## src/rtl/instr_issue_sequencer.sv

```systemverilog
// Program-driven instruction feeder for the pipelined ARM core: holds a short
// program, issues it with automatic NOP bubbles, supports single-step and drain.
module instr_issue_sequencer #(
  parameter int          DEPTH       = 16,
  parameter int          ADDR_W      = $clog2(DEPTH),
  parameter int          NOP_GAP     = 4,
  parameter int          HAZARD_MODE = 1,
  parameter logic [31:0] NOP_WORD    = 32'h0
) (
  input  logic              clk,
  input  logic              reset,
  input  logic              wr_en,
  input  logic [ADDR_W-1:0] wr_addr,
  input  logic [31:0]       wr_data,
  input  logic [ADDR_W:0]   prog_len,
  input  logic              start,
  input  logic              step_mode,
  input  logic              step,
  input  logic              abort,
  output logic [31:0]       Instruction,
  output logic              instr_valid,
  output logic              busy,
  output logic              done,
  output logic [15:0]       issued_count,
  output logic [15:0]       bubble_count
);

  localparam int CNT_W = (NOP_GAP > 1) ? $clog2(NOP_GAP) : 1;
  localparam logic [CNT_W-1:0] GAP_LAST = CNT_W'(NOP_GAP - 1);

  typedef enum logic [2:0] {
    S_IDLE,
    S_ISSUE,
    S_GAP,
    S_WAIT_STEP,
    S_DRAIN,
    S_DONE
  } state_t;

  state_t            state, state_nx;
  logic [ADDR_W:0]   pc, pc_nx, pc_inc, len_r, len_nx;
  logic              step_r, step_nx;
  logic [CNT_W-1:0]  cnt, cnt_nx;
  logic [31:0]       instr_nx;
  logic              valid_nx, busy_nx, done_nx;
  logic [15:0]       issued_nx, bubble_nx;

  logic [31:0]       prog_buf [DEPTH];
  logic [31:0]       cur_word;

  logic [NOP_GAP-1:0] sb_valid;
  logic [3:0]         sb_rd [NOP_GAP];
  logic               sb_shift, sb_clear, sb_in_valid;
  logic [3:0]         sb_in_rd;

  logic               cur_writes, use_rn, use_rm, use_rd, hazard;

  // The buffer is only writable between runs so a running program stays stable.
  always_ff @(posedge clk) begin
    if (wr_en && !busy) begin
      prog_buf[wr_addr] <= wr_data;
    end
  end

  assign cur_word = prog_buf[pc[ADDR_W-1:0]];
  assign pc_inc   = pc + 1'b1;

  // Register-use decode: data-processing and single data transfer only.
  always_comb begin
    cur_writes = 1'b0;
    use_rn     = 1'b0;
    use_rm     = 1'b0;
    use_rd     = 1'b0;
    case (cur_word[27:26])
      2'b00: begin
        cur_writes = (cur_word[24:23] != 2'b10);
        use_rn     = 1'b1;
        use_rm     = !cur_word[25];
      end
      2'b01: begin
        cur_writes = cur_word[20];
        use_rn     = 1'b1;
        use_rd     = !cur_word[20];
      end
      default: ;
    endcase
  end

  always_comb begin
    hazard = 1'b0;
    for (int i = 0; i < NOP_GAP; i++) begin
      if (sb_valid[i]) begin
        if ((use_rn && sb_rd[i] == cur_word[19:16]) ||
            (use_rm && sb_rd[i] == cur_word[3:0])   ||
            (use_rd && sb_rd[i] == cur_word[15:12])) begin
          hazard = 1'b1;
        end
      end
    end
    if (HAZARD_MODE == 0) begin
      hazard = 1'b0;
    end
  end

  // Entry i holds the destination issued i+1 cycles ago, still in flight.
  always_ff @(posedge clk) begin
    if (reset || sb_clear) begin
      sb_valid <= '0;
    end else if (sb_shift) begin
      for (int i = NOP_GAP - 1; i > 0; i--) begin
        sb_valid[i] <= sb_valid[i-1];
      end
      sb_valid[0] <= sb_in_valid;
    end
  end

  always_ff @(posedge clk) begin
    if (sb_shift) begin
      for (int i = NOP_GAP - 1; i > 0; i--) begin
        sb_rd[i] <= sb_rd[i-1];
      end
      sb_rd[0] <= sb_in_rd;
    end
  end

  always_comb begin
    state_nx    = state;
    pc_nx       = pc;
    len_nx      = len_r;
    step_nx     = step_r;
    cnt_nx      = cnt;
    instr_nx    = NOP_WORD;
    valid_nx    = 1'b0;
    busy_nx     = busy;
    done_nx     = 1'b0;
    issued_nx   = issued_count;
    bubble_nx   = bubble_count;
    sb_shift    = 1'b0;
    sb_clear    = 1'b0;
    sb_in_valid = 1'b0;
    sb_in_rd    = cur_word[15:12];

    case (state)
      S_IDLE: begin
        busy_nx = 1'b0;
        if (start) begin
          len_nx    = prog_len;
          step_nx   = step_mode;
          pc_nx     = '0;
          cnt_nx    = '0;
          issued_nx = '0;
          bubble_nx = '0;
          busy_nx   = 1'b1;
          sb_clear  = 1'b1;
          state_nx  = (prog_len == '0) ? S_DONE : S_ISSUE;
        end
      end

      S_ISSUE: begin
        sb_shift = 1'b1;
        if (pc >= len_r) begin
          bubble_nx = bubble_count + 16'd1;
          cnt_nx    = '0;
          state_nx  = S_DRAIN;
        end else if (hazard) begin
          bubble_nx = bubble_count + 16'd1;
        end else begin
          instr_nx    = cur_word;
          valid_nx    = 1'b1;
          pc_nx       = pc_inc;
          issued_nx   = issued_count + 16'd1;
          sb_in_valid = (HAZARD_MODE != 0) && cur_writes;
          cnt_nx      = '0;
          // The last word's trailing bubbles double as the drain.
          if (pc_inc == len_r) begin
            state_nx = S_DRAIN;
          end else if (HAZARD_MODE == 0) begin
            state_nx = S_GAP;
          end else if (step_r) begin
            state_nx = S_WAIT_STEP;
          end
        end
      end

      S_GAP: begin
        sb_shift  = 1'b1;
        bubble_nx = bubble_count + 16'd1;
        if (cnt == GAP_LAST) begin
          state_nx = step_r ? S_WAIT_STEP : S_ISSUE;
        end else begin
          cnt_nx = cnt + 1'b1;
        end
      end

      S_WAIT_STEP: begin
        sb_shift  = 1'b1;
        bubble_nx = bubble_count + 16'd1;
        if (step) begin
          state_nx = S_ISSUE;
        end
      end

      S_DRAIN: begin
        sb_shift  = 1'b1;
        bubble_nx = bubble_count + 16'd1;
        if (cnt == GAP_LAST) begin
          state_nx = S_DONE;
        end else begin
          cnt_nx = cnt + 1'b1;
        end
      end

      S_DONE: begin
        sb_shift = 1'b1;
        done_nx  = 1'b1;
        busy_nx  = 1'b0;
        state_nx = S_IDLE;
      end

      default: begin
        state_nx = S_IDLE;
        busy_nx  = 1'b0;
      end
    endcase

    // Abort overrides every decision above, including a pending done pulse.
    if (abort && state != S_IDLE) begin
      state_nx  = S_IDLE;
      instr_nx  = NOP_WORD;
      valid_nx  = 1'b0;
      busy_nx   = 1'b0;
      done_nx   = 1'b0;
      issued_nx = issued_count;
      bubble_nx = bubble_count;
      sb_shift  = 1'b0;
      sb_clear  = 1'b1;
    end
  end

  always_ff @(posedge clk) begin
    if (reset) begin
      state        <= S_IDLE;
      pc           <= '0;
      len_r        <= '0;
      step_r       <= 1'b0;
      cnt          <= '0;
      Instruction  <= NOP_WORD;
      instr_valid  <= 1'b0;
      busy         <= 1'b0;
      done         <= 1'b0;
      issued_count <= '0;
      bubble_count <= '0;
    end else begin
      state        <= state_nx;
      pc           <= pc_nx;
      len_r        <= len_nx;
      step_r       <= step_nx;
      cnt          <= cnt_nx;
      Instruction  <= instr_nx;
      instr_valid  <= valid_nx;
      busy         <= busy_nx;
      done         <= done_nx;
      issued_count <= issued_nx;
      bubble_count <= bubble_nx;
    end
  end

endmodule

```

## config.mk

```make
export PLATFORM = sky130hd
export DESIGN_NAME = instr_issue_sequencer
export DESIGN_NICKNAME = d
export VERILOG_FILES = /design/src/rtl/instr_issue_sequencer.sv
export SDC_FILE = /design/constraint.sdc
export NUM_CORES = 1
export LEC_CHECK = 0
export BUFFER_PORTS_ARGS = -buffer_cell sky130_fd_sc_hd__buf_2
export CORE_MARGIN = 3
export CORE_UTILIZATION = 57
export CTS_BUF_LIST = sky130_fd_sc_hd__clkbuf_8
export DETAILED_ROUTE_END_ITERATION = 6
export GPL_TIMING_DRIVEN = 0
export HOLD_SLACK_MARGIN = 0.08
export PLACE_DENSITY = 0.78
export SETUP_SLACK_MARGIN = 0.2
export SLEW_MARGIN = 20
export SYNTH_ARGS = -nofsm -noshare
export SYNTH_HDL_FRONTEND = slang
export SYNTH_SLANG_ARGS = --single-unit
```

## constraint.sdc

```tcl
create_clock -name clk -period 3.6 [get_ports clk]
set_input_delay 0.18 -clock clk [delete_from_list [all_inputs] [get_ports clk]]
set_output_delay 0.18 -clock clk [all_outputs]
set_load 0.005 [all_outputs]
```

==> report_table.html, run 1 <==
<table>
<tr><th>Metric</th><th>Value</th></tr>
<tr><th colspan="2">Run status</th></tr>
<tr><td>Status</td><td>finished, violations left</td></tr>
<tr><td>Failing checks</td><td>setup timing</td></tr>
<tr><th colspan="2">Yosys</th></tr>
<tr><td>Total nets after synthesis</td><td>1525</td></tr>
<tr><td>Portion of netlist area occupied by mux cells</td><td>14.3%</td></tr>
<tr><td>Warnings from Yosys</td><td>0</td></tr>
<tr><td>Xor and xnor fraction of the mapped netlist area</td><td>1.52%</td></tr>
<tr><td>Largest area contributor in the synthesized netlist</td><td>sky130_fd_sc_hd__edfxtp_1</td></tr>
<tr><td>Adder-Cell Fraction of Synth Area</td><td>0.445%</td></tr>
<tr><td>Part of the Yosys area used for sequential elements</td><td>69.9%</td></tr>
<tr><td>Mean Syn Cell Area</td><td>17.2 um2</td></tr>
<tr><td>Proportion of netlist area held by the largest area contributor</td><td>62.7%</td></tr>
<tr><td>Most used flip-flop cell after synthesis</td><td>sky130_fd_sc_hd__edfxtp_1</td></tr>
<tr><td>Ys async rst share</td><td>0%</td></tr>
<tr><td>Simple-gate share of the synthesized area</td><td>6.79%</td></tr>
<tr><td>FF+latch count, synth</td><td>619</td></tr>
<tr><td>Complex-gate fraction of the synthesized area</td><td>4.96%</td></tr>
<tr><td>Number of synthesized flops with an enable pin</td><td>528</td></tr>
<tr><td>Netlist area before placement</td><td>0.0253 mm2</td></tr>
<tr><td>Dominant combinational cell family by area after synthesis</td><td>multiplexers</td></tr>
<tr><td>Number of distinct library cells after synthesis</td><td>82</td></tr>
<tr><td>Most area-consuming cells after synthesis</td><td>sky130_fd_sc_hd__edfxtp_1, sky130_fd_sc_hd__mux4_2, sky130_fd_sc_hd__dfxtp_1</td></tr>
<tr><td>Gate Count Post-Synth</td><td>1468</td></tr>
<tr><th colspan="2">Layout</th></tr>
<tr><td>Final core utilization</td><td>71.5%</td></tr>
<tr><td>NumNets Final</td><td>1866</td></tr>
<tr><td>Area used by multi-input combinational logic</td><td>0.00787 mm2</td></tr>
<tr><td>FF+latch area</td><td>0.0177 mm2</td></tr>
<tr><td>Fillers</td><td>2565</td></tr>
<tr><td>Share of cells above drive strength 1</td><td>33.6%</td></tr>
<tr><td>Final cell area excluding filler cells</td><td>0.0311 mm2</td></tr>
<tr><td>Area growth, synth to finish</td><td>22.8%</td></tr>
<tr><th colspan="2">Route</th></tr>
<tr><td>WL met2</td><td>33400 um</td></tr>
<tr><td>DRT antenna net count</td><td>0</td></tr>
<tr><td>Top layer used by detailed routing</td><td>met5</td></tr>
<tr><td>DR WL met3</td><td>5230 um</td></tr>
<tr><td>Number of DRC violations after detailed routing</td><td>0</td></tr>
<tr><td>Metal-1 WL</td><td>24100 um</td></tr>
<tr><td>Count of routing violations after the opening detailed-route iteration</td><td>1582</td></tr>
<tr><td>DRT Pass-1 Iters</td><td>6</td></tr>
<tr><td>WL/cell</td><td>26.6 um</td></tr>
<tr><td>Total routed wirelength</td><td>65700 um</td></tr>
<tr><td>Via total after detailed routing</td><td>15658</td></tr>
<tr><td>DR vias/cell</td><td>6.34</td></tr>
<tr><th colspan="2">Placement</th></tr>
<tr><td>Sum of net half-perimeters after detailed placement</td><td>40200 um</td></tr>
<tr><td>Count of buffers inserted at the top-level ports</td><td>113</td></tr>
<tr><td>Routability-driven placement congestion ratio</td><td>0.896</td></tr>
<tr><td>Total placed instance area</td><td>0.0273 mm2</td></tr>
<tr><th colspan="2">Timing</th></tr>
<tr><td>Max frequency</td><td>0.268 GHz</td></tr>
<tr><td>Worst relative slew slack</td><td>30.1%</td></tr>
<tr><td>Unrepaired setup endpoints after global routing</td><td>yes</td></tr>
<tr><td>Pins over their slew limit</td><td>0</td></tr>
<tr><td>Crit path time final</td><td>3730 ps</td></tr>
<tr><td>Finish-stage setup viols</td><td>38</td></tr>
<tr><td>Slew at the pin with the worst max-slew slack</td><td>1050 ps</td></tr>
<tr><td>Layout Skew</td><td>56.9 ps</td></tr>
<tr><td>Tcrit/Tclk final</td><td>104%</td></tr>
<tr><td>Minimum setup slack in the final design</td><td>-131 ps</td></tr>
<tr><td>Endpoints failing hold</td><td>0</td></tr>
<tr><th colspan="2">Worst hold path</th></tr>
<tr><td>Type of the worst min-delay path</td><td>input pin to flop</td></tr>
<tr><th colspan="2">Setup path</th></tr>
<tr><td>Crit path arrival time</td><td>4290 ps</td></tr>
<tr><td>Kind of start point of the critical path</td><td>flop</td></tr>
<tr><td>Largest fanout of any net on the critical path</td><td>7</td></tr>
<tr><td>Critical Path End Type</td><td>flop</td></tr>
<tr><td>Data required time of the critical path</td><td>4160 ps</td></tr>
<tr><td>Critical setup path kind</td><td>flop to flop</td></tr>
<tr><th colspan="2">Clock tree</th></tr>
<tr><td>CTS root buffer</td><td>sky130_fd_sc_hd__clkbuf_8</td></tr>
<tr><td>Clock tree from TritonCTS</td><td>built</td></tr>
<tr><td>Clock transition at the register clock pins on the worst setup and hold paths after CTS</td><td>70 ps</td></tr>
<tr><td>H-tree depth</td><td>3</td></tr>
<tr><td>Num CTS Buffers</td><td>96</td></tr>
<tr><td>Clock tree sinks</td><td>619</td></tr>
<tr><td>Maximum clock path buffer count</td><td>3</td></tr>
<tr><td>Worst-skew pair later-pin latency</td><td>710 ps</td></tr>
<tr><th colspan="2">Floorplanning</th></tr>
<tr><td>Initial cell density of the core</td><td>58.2%</td></tr>
<tr><td>Die area</td><td>0.0469 mm2</td></tr>
<tr><td>Number of primary I/O pins</td><td>115</td></tr>
<tr><td>Rows</td><td>76</td></tr>
<tr><td>Overall die width</td><td>217 um</td></tr>
<tr><td>Placeable Area</td><td>0.0435 mm2</td></tr>
<tr><td>DIE HEIGHT</td><td>217 um</td></tr>
<tr><th colspan="2">Global routing</th></tr>
<tr><td>Total Routing Usage GR</td><td>27.6%</td></tr>
<tr><td>Vias in the first global route</td><td>15930</td></tr>
<tr><td>Initial antenna violation count</td><td>3</td></tr>
<tr><td>Pin count of the biggest net entering global routing</td><td>20</td></tr>
<tr><td>Residual overflow from global routing</td><td>0</td></tr>
<tr><td>Global-route wire length before repair</td><td>96100 um</td></tr>
<tr><th colspan="2">Pwr</th></tr>
<tr><td>Worst IR drop on VDD</td><td>463 uV</td></tr>
<tr><td>Ratio of total power to cell area</td><td>554 mW/mm2</td></tr>
<tr><td>Reported leakage power</td><td>10.5 nW</td></tr>
<tr><th colspan="2">Run</th></tr>
<tr><td>Maxcap violations</td><td>0</td></tr>
</table>
-- worst max-delay path, cell delays in order, from the launching register on --
cell and delay, ps:
sky130_fd_sc_hd__dfxtp_2 340, sky130_fd_sc_hd__buf_12 150, sky130_fd_sc_hd__buf_12 150, sky130_fd_sc_hd__mux4_2 530, sky130_fd_sc_hd__mux4_2 540, sky130_fd_sc_hd__or4_4 500
sky130_fd_sc_hd__nor2_1 110, sky130_fd_sc_hd__nand4_1 220, sky130_fd_sc_hd__nand4_4 170, sky130_fd_sc_hd__buf_4 120, sky130_fd_sc_hd__buf_4 100, sky130_fd_sc_hd__nor3_4 40
sky130_fd_sc_hd__nand3_4 140, sky130_fd_sc_hd__clkinv_8 110, sky130_fd_sc_hd__clkbuf_16 190, sky130_fd_sc_hd__and2_1 150
-- repair_timing --
action,in CTS,in global routing
endpoints found under the setup margin,80,80
endpoints found under the hold margin,558,0
gates resized for setup,162,107
pin swaps,32,48
buffers inserted,28,14
hold buffers,45,0
cloned,4,5
-- cell families after synthesis --
| group | Yosys count |
|---|---|
| flip-flops | 619 |
| AND/OR/NAND/NOR | 327 |
| multiplexers | 194 |
| AO/OA/AOI/OAI | 176 |
| buffers and inverters | 99 |
| XOR/XNOR | 44 |
| adder cells (fa/ha/maj) | 9 |
-- path summary, 6_finish.rpt --
kind | slack (ps) | endpoint | startpoint | cells past startpoint
setup / recovery | -130 | Instruction[1] | flop | 15
hold / removal | 210 | prog_buf[4][19] | wr_addr[2] | 3
setup reg to reg | -130 | Instruction[1] | flop | 15
hold reg to reg | 460 | sb_rd[3][2] | sb_rd[2][2] | 0
-- placed cells by master (no fill, tap or decap), types with 9 or more instances in the layout --
cell / n
sky130_fd_sc_hd__buf_6: 21
sky130_fd_sc_hd__buf_12: 22
sky130_fd_sc_hd__clkbuf_2: 9
sky130_fd_sc_hd__nor2_4: 14
sky130_fd_sc_hd__and2_1: 25
sky130_fd_sc_hd__o21ai_1: 12
sky130_fd_sc_hd__and2_4: 10
sky130_fd_sc_hd__o21ai_0: 9
sky130_fd_sc_hd__buf_8: 11
sky130_fd_sc_hd__a21oi_1: 32
sky130_fd_sc_hd__buf_4: 51
sky130_fd_sc_hd__buf_2: 114
sky130_fd_sc_hd__buf_16: 12
sky130_fd_sc_hd__mux2i_4: 9
sky130_fd_sc_hd__nor3_1: 15
sky130_fd_sc_hd__nand4_1: 18
sky130_fd_sc_hd__xor2_1: 24
sky130_fd_sc_hd__mux2i_1: 36
sky130_fd_sc_hd__clkbuf_1: 20
sky130_fd_sc_hd__clkbuf_8: 107
sky130_fd_sc_hd__ha_1: 9
sky130_fd_sc_hd__and3_1: 13
sky130_fd_sc_hd__edfxtp_1: 528
sky130_fd_sc_hd__clkinv_1: 17
sky130_fd_sc_hd__a2111o_1: 11
sky130_fd_sc_hd__dlygate4sd3_1: 45
sky130_fd_sc_hd__mux4_2: 123
sky130_fd_sc_hd__a21oi_2: 12
sky130_fd_sc_hd__xnor2_1: 20
sky130_fd_sc_hd__nand2b_1: 9
sky130_fd_sc_hd__nand2_1: 74
sky130_fd_sc_hd__dfxtp_1: 89
sky130_fd_sc_hd__nand3_1: 24
sky130_fd_sc_hd__inv_1: 58
sky130_fd_sc_hd__nor2_1: 37
-- metrics by stage --
step | total power, mW | hold WS, ps | TNS, ps | setup WS, ps | std cells
2_1_floorplan | 10.2 | 279 | 0 | 244 | 1468
4_1_cts | 17.0 | 151 | -42.2 | -29.9 | 2450
3_3_place_gp | 10.9 | 433 | -550070 | -2520 | 2166
6_report | 17.2 | 206 | -2350 | -131 | 2471
3_5_place_dp | 11.1 | 440 | -61410 | -1550 | 2200
5_1_grt | 17.8 | 173 | -3720 | -144 | 2471
-- flip-flops by register name, indices dropped and copies added, names as in the netlist, named ones only --
| signal | count |
|---|---|
| state | 3 |
| step_r | 1 |
| len_r | 5 |
| instr_valid | 1 |
| issued_count | 16 |
| done | 1 |
| sb_rd | 16 |
| bubble_count | 16 |
| cnt | 2 |
| sb_valid | 4 |
| pc | 5 |
| busy | 1 |
| Instruction | 32 |
| prog_buf | 512 |
-- cells in the mapped netlist (all sizes together), types with 8 or more instances --
master / instances
a2111o: 11
a21o: 8
a21oi: 45
a22oi: 8
and2: 35
and3: 16
buf: 43
clkbuf: 32
dfxtp: 91
edfxtp: 528
ha: 9
inv: 23
mux2: 15
mux2i: 49
mux4: 130
nand2: 77
nand2b: 10
nand3: 31
nand4: 19
nor2: 57
nor2b: 9
nor3: 21
o21ai: 28
o22ai: 10
or2: 8
or4: 11
xnor2: 20
xor2: 24
-- report_power, final --
group | total [mW] | switching [mW] | internal [mW]
clock | 5.51 | 2.72 | 2.78
combinational | 3.47 | 1.91 | 1.56
sequential | 8.23 | 0.171 | 8.06
total | 17.2 | 4.80 | 12.4
-- metal layers --
metal | track usage, % | vias to the layer above
met5 | 0 | -
met4 | 11.9 | 2
met3 | 5.62 | 219
met2 | 46.8 | 923
met1 | 34.8 | 7903
li1 | - | 6611
-- cell type report --
class,instances,share of cell area (%)
buffer,75,2.30
clock buffer,106,4.70
inverter,24,0.338
tap,585,2.36
multi-input combinational,750,25.3
timing repair buffer,243,6.97
sequential,619,56.9
clock inverter,67,1.07
antenna,2,0.0161
No activity file was read; power rests on OpenSTA's default activity.
==> run 2: changes to the inputs <==
- CORE_UTILIZATION: 57 -> 60
- clock period: 3.6 -> 3.7 ns (I/O delays scaled with it)
==> report_table.html, run 2 (same netlist as run 1, synthesis figures left out) <==
<table>
<tr><th>Metric</th><th>Value</th></tr>
<tr><th colspan="2">Run status</th></tr>
<tr><td>Status</td><td>finished clean (was finished, violations left)</td></tr>
<tr><th colspan="2">Route</th></tr>
<tr><td>DRT Pass-1 Iters</td><td>6 (unchanged)</td></tr>
<tr><td>DR vias/cell</td><td>6.53 (was 6.34)</td></tr>
<tr><td>Via total after detailed routing</td><td>15767 (was 15658)</td></tr>
<tr><td>Number of DRC violations after detailed routing</td><td>0 (unchanged)</td></tr>
<tr><td>DRT antenna net count</td><td>0 (unchanged)</td></tr>
<tr><td>Count of routing violations after the opening detailed-route iteration</td><td>2147 (was 1582)</td></tr>
<tr><td>Total routed wirelength</td><td>65700 um (about the same)</td></tr>
<tr><td>WL/cell</td><td>27.2 um (was 26.6 um)</td></tr>
<tr><th colspan="2">Setup path</th></tr>
<tr><td>Critical Path End Type</td><td>flop (unchanged)</td></tr>
<tr><td>Cell breakdown of the critical path</td><td>buf_12, buf_12, buf_16, mux4_2, a22o_4, nor2_4, buf_12, nand2_1, or4_4, and4_2, nand3_2, buf_8, buf_6, a21oi_1, nand3b_1 (was buf_12, buf_12, mux4_2, mux4_2, or4_4, nor2_1, nand4_1, nand4_4, buf_4, buf_4, nor3_4, nand3_4, clkinv_8, clkbuf_16, and2_1)</td></tr>
<tr><td>R2r setup slk</td><td>110 ps (was -130 ps)</td></tr>
<tr><td>Worst R2R End</td><td>issued_count[2] (was Instruction[1])</td></tr>
<tr><td>Kind of start point of the critical path</td><td>flop (unchanged)</td></tr>
<tr><td>Worst Reg2Reg Path Length in Cells</td><td>15 (unchanged)</td></tr>
<tr><td>Max stage delay cell, worst path</td><td>sky130_fd_sc_hd__or4_4 (was sky130_fd_sc_hd__mux4_2)</td></tr>
<tr><td>Worst path bufs/invs</td><td>6 (unchanged)</td></tr>
<tr><td>Data required time of the critical path</td><td>4260 ps (was 4160 ps)</td></tr>
<tr><td>Largest fanout of any net on the critical path</td><td>10 (was 7)</td></tr>
<tr><td>Worst path most repeated cell</td><td>sky130_fd_sc_hd__buf_12</td></tr>
<tr><td>Crit path arrival time</td><td>4150 ps (was 4290 ps)</td></tr>
<tr><td>Critical setup path kind</td><td>flop to flop (unchanged)</td></tr>
<tr><td>Largest stage delay on the critical path</td><td>590 ps (was 540 ps)</td></tr>
<tr><td>Crit-path leading delay family</td><td>simple AND/OR/NAND/NOR gates (unchanged)</td></tr>
<tr><th colspan="2">Clock tree</th></tr>
<tr><td>H-tree depth</td><td>3 (unchanged)</td></tr>
<tr><td>Num CTS Buffers</td><td>96 (unchanged)</td></tr>
<tr><td>Clock tree from TritonCTS</td><td>built (unchanged)</td></tr>
<tr><td>CTS root buffer</td><td>sky130_fd_sc_hd__clkbuf_8 (unchanged)</td></tr>
<tr><td>Clock transition at the register clock pins on the worst setup and hold paths after CTS</td><td>70 ps (about the same)</td></tr>
<tr><td>Worst-skew pair later-pin latency</td><td>690 ps (was 710 ps)</td></tr>
<tr><td>Clock tree sinks</td><td>619 (unchanged)</td></tr>
<tr><td>Maximum clock path buffer count</td><td>3 (unchanged)</td></tr>
<tr><th colspan="2">Global routing</th></tr>
<tr><td>Residual overflow from global routing</td><td>0 (unchanged)</td></tr>
<tr><td>Initial antenna violation count</td><td>1 (was 3)</td></tr>
<tr><td>Busiest layer in global routing</td><td>met2 (unchanged)</td></tr>
<tr><td>Grt met3 use</td><td>5.51% (was 5.62%)</td></tr>
<tr><td>Global-route wire length before repair</td><td>97700 um (was 96100 um)</td></tr>
<tr><td>Pin count of the biggest net entering global routing</td><td>19 (was 20)</td></tr>
<tr><td>Vias in the first global route</td><td>16002 (was 15930)</td></tr>
<tr><td>Grt met1 use</td><td>39.5% (was 34.8%)</td></tr>
<tr><td>GR met2 Demand/Resource</td><td>50.0% (was 46.8%)</td></tr>
<tr><td>Total Routing Usage GR</td><td>29.8% (was 27.6%)</td></tr>
<tr><th colspan="2">Floorplanning</th></tr>
<tr><td>Placeable Area</td><td>0.0412 mm2 (was 0.0435 mm2)</td></tr>
<tr><td>Overall die width</td><td>211 um (was 217 um)</td></tr>
<tr><td>DIE HEIGHT</td><td>211 um (was 217 um)</td></tr>
<tr><td>Rows</td><td>74 (was 76)</td></tr>
<tr><td>Die area</td><td>0.0446 mm2 (was 0.0469 mm2)</td></tr>
<tr><td>Number of primary I/O pins</td><td>115 (unchanged)</td></tr>
<tr><td>Initial cell density of the core</td><td>61.4% (was 58.2%)</td></tr>
<tr><th colspan="2">Placement</th></tr>
<tr><td>Total placed instance area</td><td>0.0272 mm2 (was 0.0273 mm2)</td></tr>
<tr><td>Count of buffers inserted at the top-level ports</td><td>113 (unchanged)</td></tr>
<tr><td>Placement-stage worst setup slack</td><td>-1610 ps (was -1550 ps)</td></tr>
<tr><td>Routability-driven placement congestion ratio</td><td>0.897 (was 0.896)</td></tr>
<tr><td>Sum of net half-perimeters after detailed placement</td><td>40700 um (was 40200 um)</td></tr>
<tr><th colspan="2">Pwr</th></tr>
<tr><td>Ratio of total power to cell area</td><td>542 mW/mm2 (was 554 mW/mm2)</td></tr>
<tr><td>Reported leakage power</td><td>10.4 nW (was 10.5 nW)</td></tr>
<tr><td>Final Total Pwr</td><td>16.6 mW (was 17.2 mW)</td></tr>
<tr><td>Worst IR drop on VDD</td><td>435 uV (was 463 uV)</td></tr>
<tr><th colspan="2">Layout</th></tr>
<tr><td>Register name with the most flops</td><td>prog_buf (unchanged)</td></tr>
<tr><td>Final cell area excluding filler cells</td><td>0.0306 mm2 (was 0.0311 mm2)</td></tr>
<tr><td>NumNets Final</td><td>1857 (was 1866)</td></tr>
<tr><td>Top Registers</td><td>prog_buf: 512 flops, Instruction: 32 flops (unchanged)</td></tr>
<tr><td>Flip-flop count of the largest register, all copies and words added</td><td>512 (unchanged)</td></tr>
<tr><td>Most used cells in the layout excluding fill and tap cells</td><td>sky130_fd_sc_hd__edfxtp_1, sky130_fd_sc_hd__mux4_2, sky130_fd_sc_hd__buf_2 (unchanged)</td></tr>
<tr><td>Count of inserted antenna diode cells</td><td>0 (was 2)</td></tr>
<tr><td>Share of cells above drive strength 1</td><td>32.5% (was 33.6%)</td></tr>
<tr><td>Most common cell after layout, fill and taps aside</td><td>sky130_fd_sc_hd__edfxtp_1 (unchanged)</td></tr>
<tr><td>Area growth, synth to finish</td><td>21.2% (was 22.8%)</td></tr>
<tr><td>Final core utilization</td><td>74.4% (was 71.5%)</td></tr>
<tr><td>Fillers</td><td>2328 (was 2565)</td></tr>
<tr><th colspan="2">Worst hold path</th></tr>
<tr><td>Worst Hold Depth</td><td>4 (was 3)</td></tr>
<tr><td>Type of the worst min-delay path</td><td>input pin to flop (unchanged)</td></tr>
<tr><td>Min-Delay Startpoint</td><td>abort (was wr_addr[2])</td></tr>
<tr><td>Terminating pin of the worst hold path</td><td>busy (was prog_buf[4][19])</td></tr>
<tr><th colspan="2">Timing</th></tr>
<tr><td>Pins over their slew limit</td><td>0 (unchanged)</td></tr>
<tr><td>Smallest hold slack</td><td>166 ps (was 206 ps)</td></tr>
<tr><td>Tcrit/Tclk final</td><td>97.0% (was 104%)</td></tr>
<tr><td>Layout Skew</td><td>38.5 ps (was 56.9 ps)</td></tr>
<tr><td>Finish-stage setup viols</td><td>0 (was 38)</td></tr>
<tr><td>Max frequency</td><td>0.279 GHz (was 0.268 GHz)</td></tr>
<tr><td>Slew at the pin with the worst max-slew slack</td><td>997 ps (was 1050 ps)</td></tr>
<tr><td>Unrepaired setup endpoints after global routing</td><td>yes (unchanged)</td></tr>
<tr><td>Worst relative slew slack</td><td>33.5% (was 30.1%)</td></tr>
<tr><td>Minimum setup slack in the final design</td><td>111 ps (was -131 ps)</td></tr>
<tr><td>Crit path time final</td><td>3590 ps (was 3730 ps)</td></tr>
<tr><td>Endpoints failing hold</td><td>0 (unchanged)</td></tr>
<tr><th colspan="2">Run</th></tr>
<tr><td>Maxcap violations</td><td>0 (unchanged)</td></tr>
</table>
## run 2: repair_timing
action                                  4_1_cts  5_1_grt
pin swaps                                    26       25
hold buffers                                 44        0
buffers inserted                             30        7
hold endpoints to repair                    549        0
cloned                                        3        0
gates resized for setup                     146       59
endpoints found under the setup margin       80       73
## run 2: layer usage
metal	up-vias	wire length, um
met1	7862	24000
li1	6583	-
met3	240	5910
met2	1080	33000
met5	-	13
met4	2	2740
## run 2: final cells by class
type | count | area, um2 | share of cell area [%]
multi-input cells | 750 | 7700 | 25.1
well taps | 532 | 666 | 2.17
clock buffers | 105 | 1450 | 4.72
plain buffers | 75 | 669 | 2.18
inverters | 24 | 95.1 | 0.310
flip-flops and latches | 619 | 17700 | 57.7
clock inverters | 77 | 359 | 1.17
repair buffers | 234 | 2030 | 6.63
## run 2: metrics by stage
step / cells / TNS (ps)
6_report: 2416 / 0
3_5_place_dp: 2150 / -51550
4_1_cts: 2409 / 0
2_1_floorplan: 1468 / 0
3_3_place_gp: 2113 / -526470
5_1_grt: 2416 / -4.42
## run 2: where the power goes
| group | total [mW] | leakage, nW | internal [mW] | switching, mW |
|---|---|---|---|---|
| logic | 3.24 | 3.80 | 1.43 | 1.81 |
| registers | 8.01 | 5.51 | 7.84 | 0.170 |
| clock network | 5.35 | 1.07 | 2.65 | 2.71 |
| total | 16.6 | 10.4 | 11.9 | 4.69 |
## run 2: worst reg2reg max path, stage by stage (launching register included)
cell and delay, ps:
sky130_fd_sc_hd__dfxtp_2 350, sky130_fd_sc_hd__buf_12 160, sky130_fd_sc_hd__buf_12 120, sky130_fd_sc_hd__buf_16 120, sky130_fd_sc_hd__mux4_2 510, sky130_fd_sc_hd__a22o_4 280, sky130_fd_sc_hd__nor2_4 150, sky130_fd_sc_hd__buf_12 140
sky130_fd_sc_hd__nand2_1 60, sky130_fd_sc_hd__or4_4 590, sky130_fd_sc_hd__and4_2 300, sky130_fd_sc_hd__nand3_2 130, sky130_fd_sc_hd__buf_8 160, sky130_fd_sc_hd__buf_6 150, sky130_fd_sc_hd__a21oi_1 70, sky130_fd_sc_hd__nand3b_1 170
## run 2: how the worst max path moves through the flow
stage / cells past startpoint / to
6_report: 15 / issued_count[2]
5_1_grt: 14 / bubble_count[9]
3_5_place_dp: 14 / Instruction[31]
3_3_place_gp: 4 / prog_buf[8][11]
2_1_floorplan: 10 / Instruction[10]
4_1_cts: 12 / bubble_count[13]
==> run 3: changes to the inputs <==
- RECOVER_POWER: not set -> 50
- SETUP_SLACK_MARGIN: 0.2 -> 0.5
==> report_table.html, run 3 (same netlist as run 1, synthesis figures left out) <==
<table>
<tr><th>Metric</th><th>Value</th></tr>
<tr><th colspan="2">Floorplanning</th></tr>
<tr><td>Number of primary I/O pins</td><td>115 (unchanged)</td></tr>
<tr><td>DIE HEIGHT</td><td>211 um (unchanged)</td></tr>
<tr><td>Rows</td><td>74 (unchanged)</td></tr>
<tr><td>Placeable Area</td><td>0.0412 mm2 (unchanged)</td></tr>
<tr><td>Die area</td><td>0.0446 mm2 (unchanged)</td></tr>
<tr><td>Initial cell density of the core</td><td>61.4% (unchanged)</td></tr>
<tr><td>Overall die width</td><td>211 um (unchanged)</td></tr>
<tr><th colspan="2">Clock tree</th></tr>
<tr><td>Clock tree from TritonCTS</td><td>built (unchanged)</td></tr>
<tr><td>Num CTS Buffers</td><td>97 (was 96)</td></tr>
<tr><td>Clock tree sinks</td><td>619 (unchanged)</td></tr>
<tr><td>CTS root buffer</td><td>sky130_fd_sc_hd__clkbuf_8 (unchanged)</td></tr>
<tr><td>Clock transition at the register clock pins on the worst setup and hold paths after CTS</td><td>60 ps (was 70 ps)</td></tr>
<tr><td>Maximum clock path buffer count</td><td>3 (unchanged)</td></tr>
<tr><td>H-tree depth</td><td>3 (unchanged)</td></tr>
<tr><td>Worst-skew pair later-pin latency</td><td>690 ps (about the same)</td></tr>
<tr><th colspan="2">Placement</th></tr>
<tr><td>Routability-driven placement congestion ratio</td><td>0.877 (was 0.897)</td></tr>
<tr><td>Placed insts</td><td>2142 (was 2150)</td></tr>
<tr><td>Sum of net half-perimeters after detailed placement</td><td>40200 um (was 40700 um)</td></tr>
<tr><td>Total placed instance area</td><td>0.0273 mm2 (was 0.0272 mm2)</td></tr>
<tr><td>Placement-stage worst setup slack</td><td>-1550 ps (was -1610 ps)</td></tr>
<tr><td>Count of buffers inserted at the top-level ports</td><td>113 (unchanged)</td></tr>
<tr><th colspan="2">Route</th></tr>
<tr><td>Via total after detailed routing</td><td>15567 (was 15767)</td></tr>
<tr><td>Count of routing violations after the opening detailed-route iteration</td><td>1689 (was 2147)</td></tr>
<tr><td>Total routed wirelength</td><td>65900 um (was 65700 um)</td></tr>
<tr><td>WL/cell</td><td>27.3 um (was 27.2 um)</td></tr>
<tr><td>DR vias/cell</td><td>6.46 (was 6.53)</td></tr>
<tr><td>DRT antenna net count</td><td>0 (unchanged)</td></tr>
<tr><td>Number of DRC violations after detailed routing</td><td>0 (unchanged)</td></tr>
<tr><td>DRT Pass-1 Iters</td><td>5 (was 6)</td></tr>
<tr><th colspan="2">Layout</th></tr>
<tr><td>Count of inserted antenna diode cells</td><td>0 (unchanged)</td></tr>
<tr><td>Area growth, synth to finish</td><td>22.0% (was 21.2%)</td></tr>
<tr><td>Most common cell after layout, fill and taps aside</td><td>sky130_fd_sc_hd__edfxtp_1 (unchanged)</td></tr>
<tr><td>Register name with the most flops</td><td>prog_buf (unchanged)</td></tr>
<tr><td>NumNets Final</td><td>1864 (was 1857)</td></tr>
<tr><td>Share of cells above drive strength 1</td><td>30.0% (was 32.5%)</td></tr>
<tr><td>Final cell area excluding filler cells</td><td>0.0308 mm2 (was 0.0306 mm2)</td></tr>
<tr><td>Flip-flop count of the largest register, all copies and words added</td><td>512 (unchanged)</td></tr>
<tr><td>Top Registers</td><td>prog_buf: 512 flops, Instruction: 32 flops (unchanged)</td></tr>
<tr><td>Final core utilization</td><td>74.9% (was 74.4%)</td></tr>
<tr><td>Most used cells in the layout excluding fill and tap cells</td><td>sky130_fd_sc_hd__edfxtp_1, sky130_fd_sc_hd__mux4_2, sky130_fd_sc_hd__clkbuf_8 (was sky130_fd_sc_hd__edfxtp_1, sky130_fd_sc_hd__mux4_2, sky130_fd_sc_hd__buf_2)</td></tr>
<tr><td>Non-Filler Instances</td><td>2411 (was 2416)</td></tr>
<tr><th colspan="2">Setup path</th></tr>
<tr><td>Critical setup path kind</td><td>flop to flop (unchanged)</td></tr>
<tr><td>Largest fanout of any net on the critical path</td><td>8 (was 10)</td></tr>
<tr><td>R2r setup slk</td><td>50 ps (was 110 ps)</td></tr>
<tr><td>Worst R2R End</td><td>bubble_count[9] (was issued_count[2])</td></tr>
<tr><td>Worst Reg2Reg Path Length in Cells</td><td>14 (was 15)</td></tr>
<tr><td>Data required time of the critical path</td><td>4310 ps (was 4260 ps)</td></tr>
<tr><td>Worst setup path end</td><td>bubble_count[9] (was issued_count[2])</td></tr>
<tr><td>Critical Path End Type</td><td>flop (unchanged)</td></tr>
<tr><td>Kind of start point of the critical path</td><td>flop (unchanged)</td></tr>
<tr><td>Crit path arrival time</td><td>4250 ps (was 4150 ps)</td></tr>
<tr><th colspan="2">Timing</th></tr>
<tr><td>Total Neg Setup Slack</td><td>0 ps (unchanged)</td></tr>
<tr><td>Layout Skew</td><td>49.8 ps (was 38.5 ps)</td></tr>
<tr><td>Endpoints failing hold</td><td>0 (unchanged)</td></tr>
<tr><td>Worst relative slew slack</td><td>1.50% (was 33.5%)</td></tr>
<tr><td>Finish-stage setup viols</td><td>0 (unchanged)</td></tr>
<tr><td>Slew at the pin with the worst max-slew slack</td><td>1470 ps (was 997 ps)</td></tr>
<tr><td>Max frequency</td><td>0.274 GHz (was 0.279 GHz)</td></tr>
<tr><td>Unrepaired setup endpoints after global routing</td><td>yes (unchanged)</td></tr>
<tr><td>Smallest hold slack</td><td>160 ps (was 166 ps)</td></tr>
<tr><td>Minimum setup slack in the final design</td><td>54.1 ps (was 111 ps)</td></tr>
<tr><td>Pins over their slew limit</td><td>0 (unchanged)</td></tr>
<tr><td>Crit path time final</td><td>3650 ps (was 3590 ps)</td></tr>
<tr><td>Tcrit/Tclk final</td><td>98.5% (was 97.0%)</td></tr>
<tr><th colspan="2">Global routing</th></tr>
<tr><td>Initial antenna violation count</td><td>0 (was 1)</td></tr>
<tr><td>Vias in the first global route</td><td>16050 (was 16002)</td></tr>
<tr><td>Global-route wire length before repair</td><td>97300 um (was 97700 um)</td></tr>
<tr><td>Grt met1 use</td><td>37.7% (was 39.5%)</td></tr>
<tr><td>GR met2 Demand/Resource</td><td>51.2% (was 50.0%)</td></tr>
<tr><td>Total Routing Usage GR</td><td>29.6% (was 29.8%)</td></tr>
<tr><td>Pin count of the biggest net entering global routing</td><td>19 (unchanged)</td></tr>
<tr><td>Residual overflow from global routing</td><td>0 (unchanged)</td></tr>
<tr><td>Busiest layer in global routing</td><td>met2 (unchanged)</td></tr>
<tr><td>Grt met3 use</td><td>5.26% (was 5.51%)</td></tr>
<tr><th colspan="2">Run</th></tr>
<tr><td>Maxcap violations</td><td>0 (unchanged)</td></tr>
<tr><th colspan="2">Worst hold path</th></tr>
<tr><td>Type of the worst min-delay path</td><td>input pin to flop (unchanged)</td></tr>
<tr><th colspan="2">Pwr</th></tr>
<tr><td>Reported leakage power</td><td>10.2 nW (was 10.4 nW)</td></tr>
<tr><td>Ratio of total power to cell area</td><td>538 mW/mm2 (was 542 mW/mm2)</td></tr>
<tr><td>Worst IR drop on VDD</td><td>483 uV (was 435 uV)</td></tr>
<tr><td>Final Total Pwr</td><td>16.6 mW (about the same)</td></tr>
<tr><th colspan="2">Run status</th></tr>
<tr><td>Status</td><td>finished clean (unchanged)</td></tr>
</table>
[run 3: timing repair]
item	CTS	global route
hold buffers	44	0
gates resized for setup	156	69
hold endpoints to repair	559	0
buffers inserted	35	10
gates cloned	7	2
pin swaps	18	12
endpoints found under the setup margin	80	80
[run 3: worst max-delay path, stage by stage, from the launching register on]
cell and delay, ps:
sky130_fd_sc_hd__dfxtp_2 340, sky130_fd_sc_hd__buf_12 150, sky130_fd_sc_hd__buf_12 120, sky130_fd_sc_hd__mux4_2 520, sky130_fd_sc_hd__mux2i_2 220, sky130_fd_sc_hd__and2_4 190
sky130_fd_sc_hd__or2_1 100, sky130_fd_sc_hd__clkbuf_4 180, sky130_fd_sc_hd__xnor2_1 80, sky130_fd_sc_hd__o41a_1 510, sky130_fd_sc_hd__o21ai_4 270, sky130_fd_sc_hd__o41ai_4 100
sky130_fd_sc_hd__buf_6 190, sky130_fd_sc_hd__or4_1 470, sky130_fd_sc_hd__a21oi_1 130
[run 3: layer usage]
layer | up-vias | wire [um]
li1 | 6601 | -
met4 | 0 | 2320
met2 | 893 | 34300
met1 | 7893 | 24100
met5 | - | 0
met3 | 180 | 5170
[run 3: worst min path at each step]
stage | start | end | slack (ps) | depth (start not counted)
4_1_cts | abort | sb_valid[0] | 90 | 4
5_1_grt | abort | sb_valid[0] | 200 | 4
2_1_floorplan | wr_data[0] | prog_buf[0][0] | 280 | 0
6_report | abort | sb_valid[0] | 160 | 4
3_3_place_gp | sb_rd[1][0] | sb_rd[2][0] | 430 | 0
3_5_place_dp | step_mode | step_r | 450 | 3
[run 3: cell type report]
type	count	area, um2
timing repair inverter	1	6.26
timing repair buffer	239	2150
multi-input combinational	750	7830
clock buffer	101	1390
inverter	24	103
buffer	75	717
sequential	619	17700
clock inverter	70	310
tap	532	666
fill	2307	10400
[run 3: where the power goes]
part | switching, mW | internal, mW
clock | 2.64 | 2.53
sequential | 0.167 | 7.84
combinational | 1.89 | 1.55
total | 4.69 | 11.9
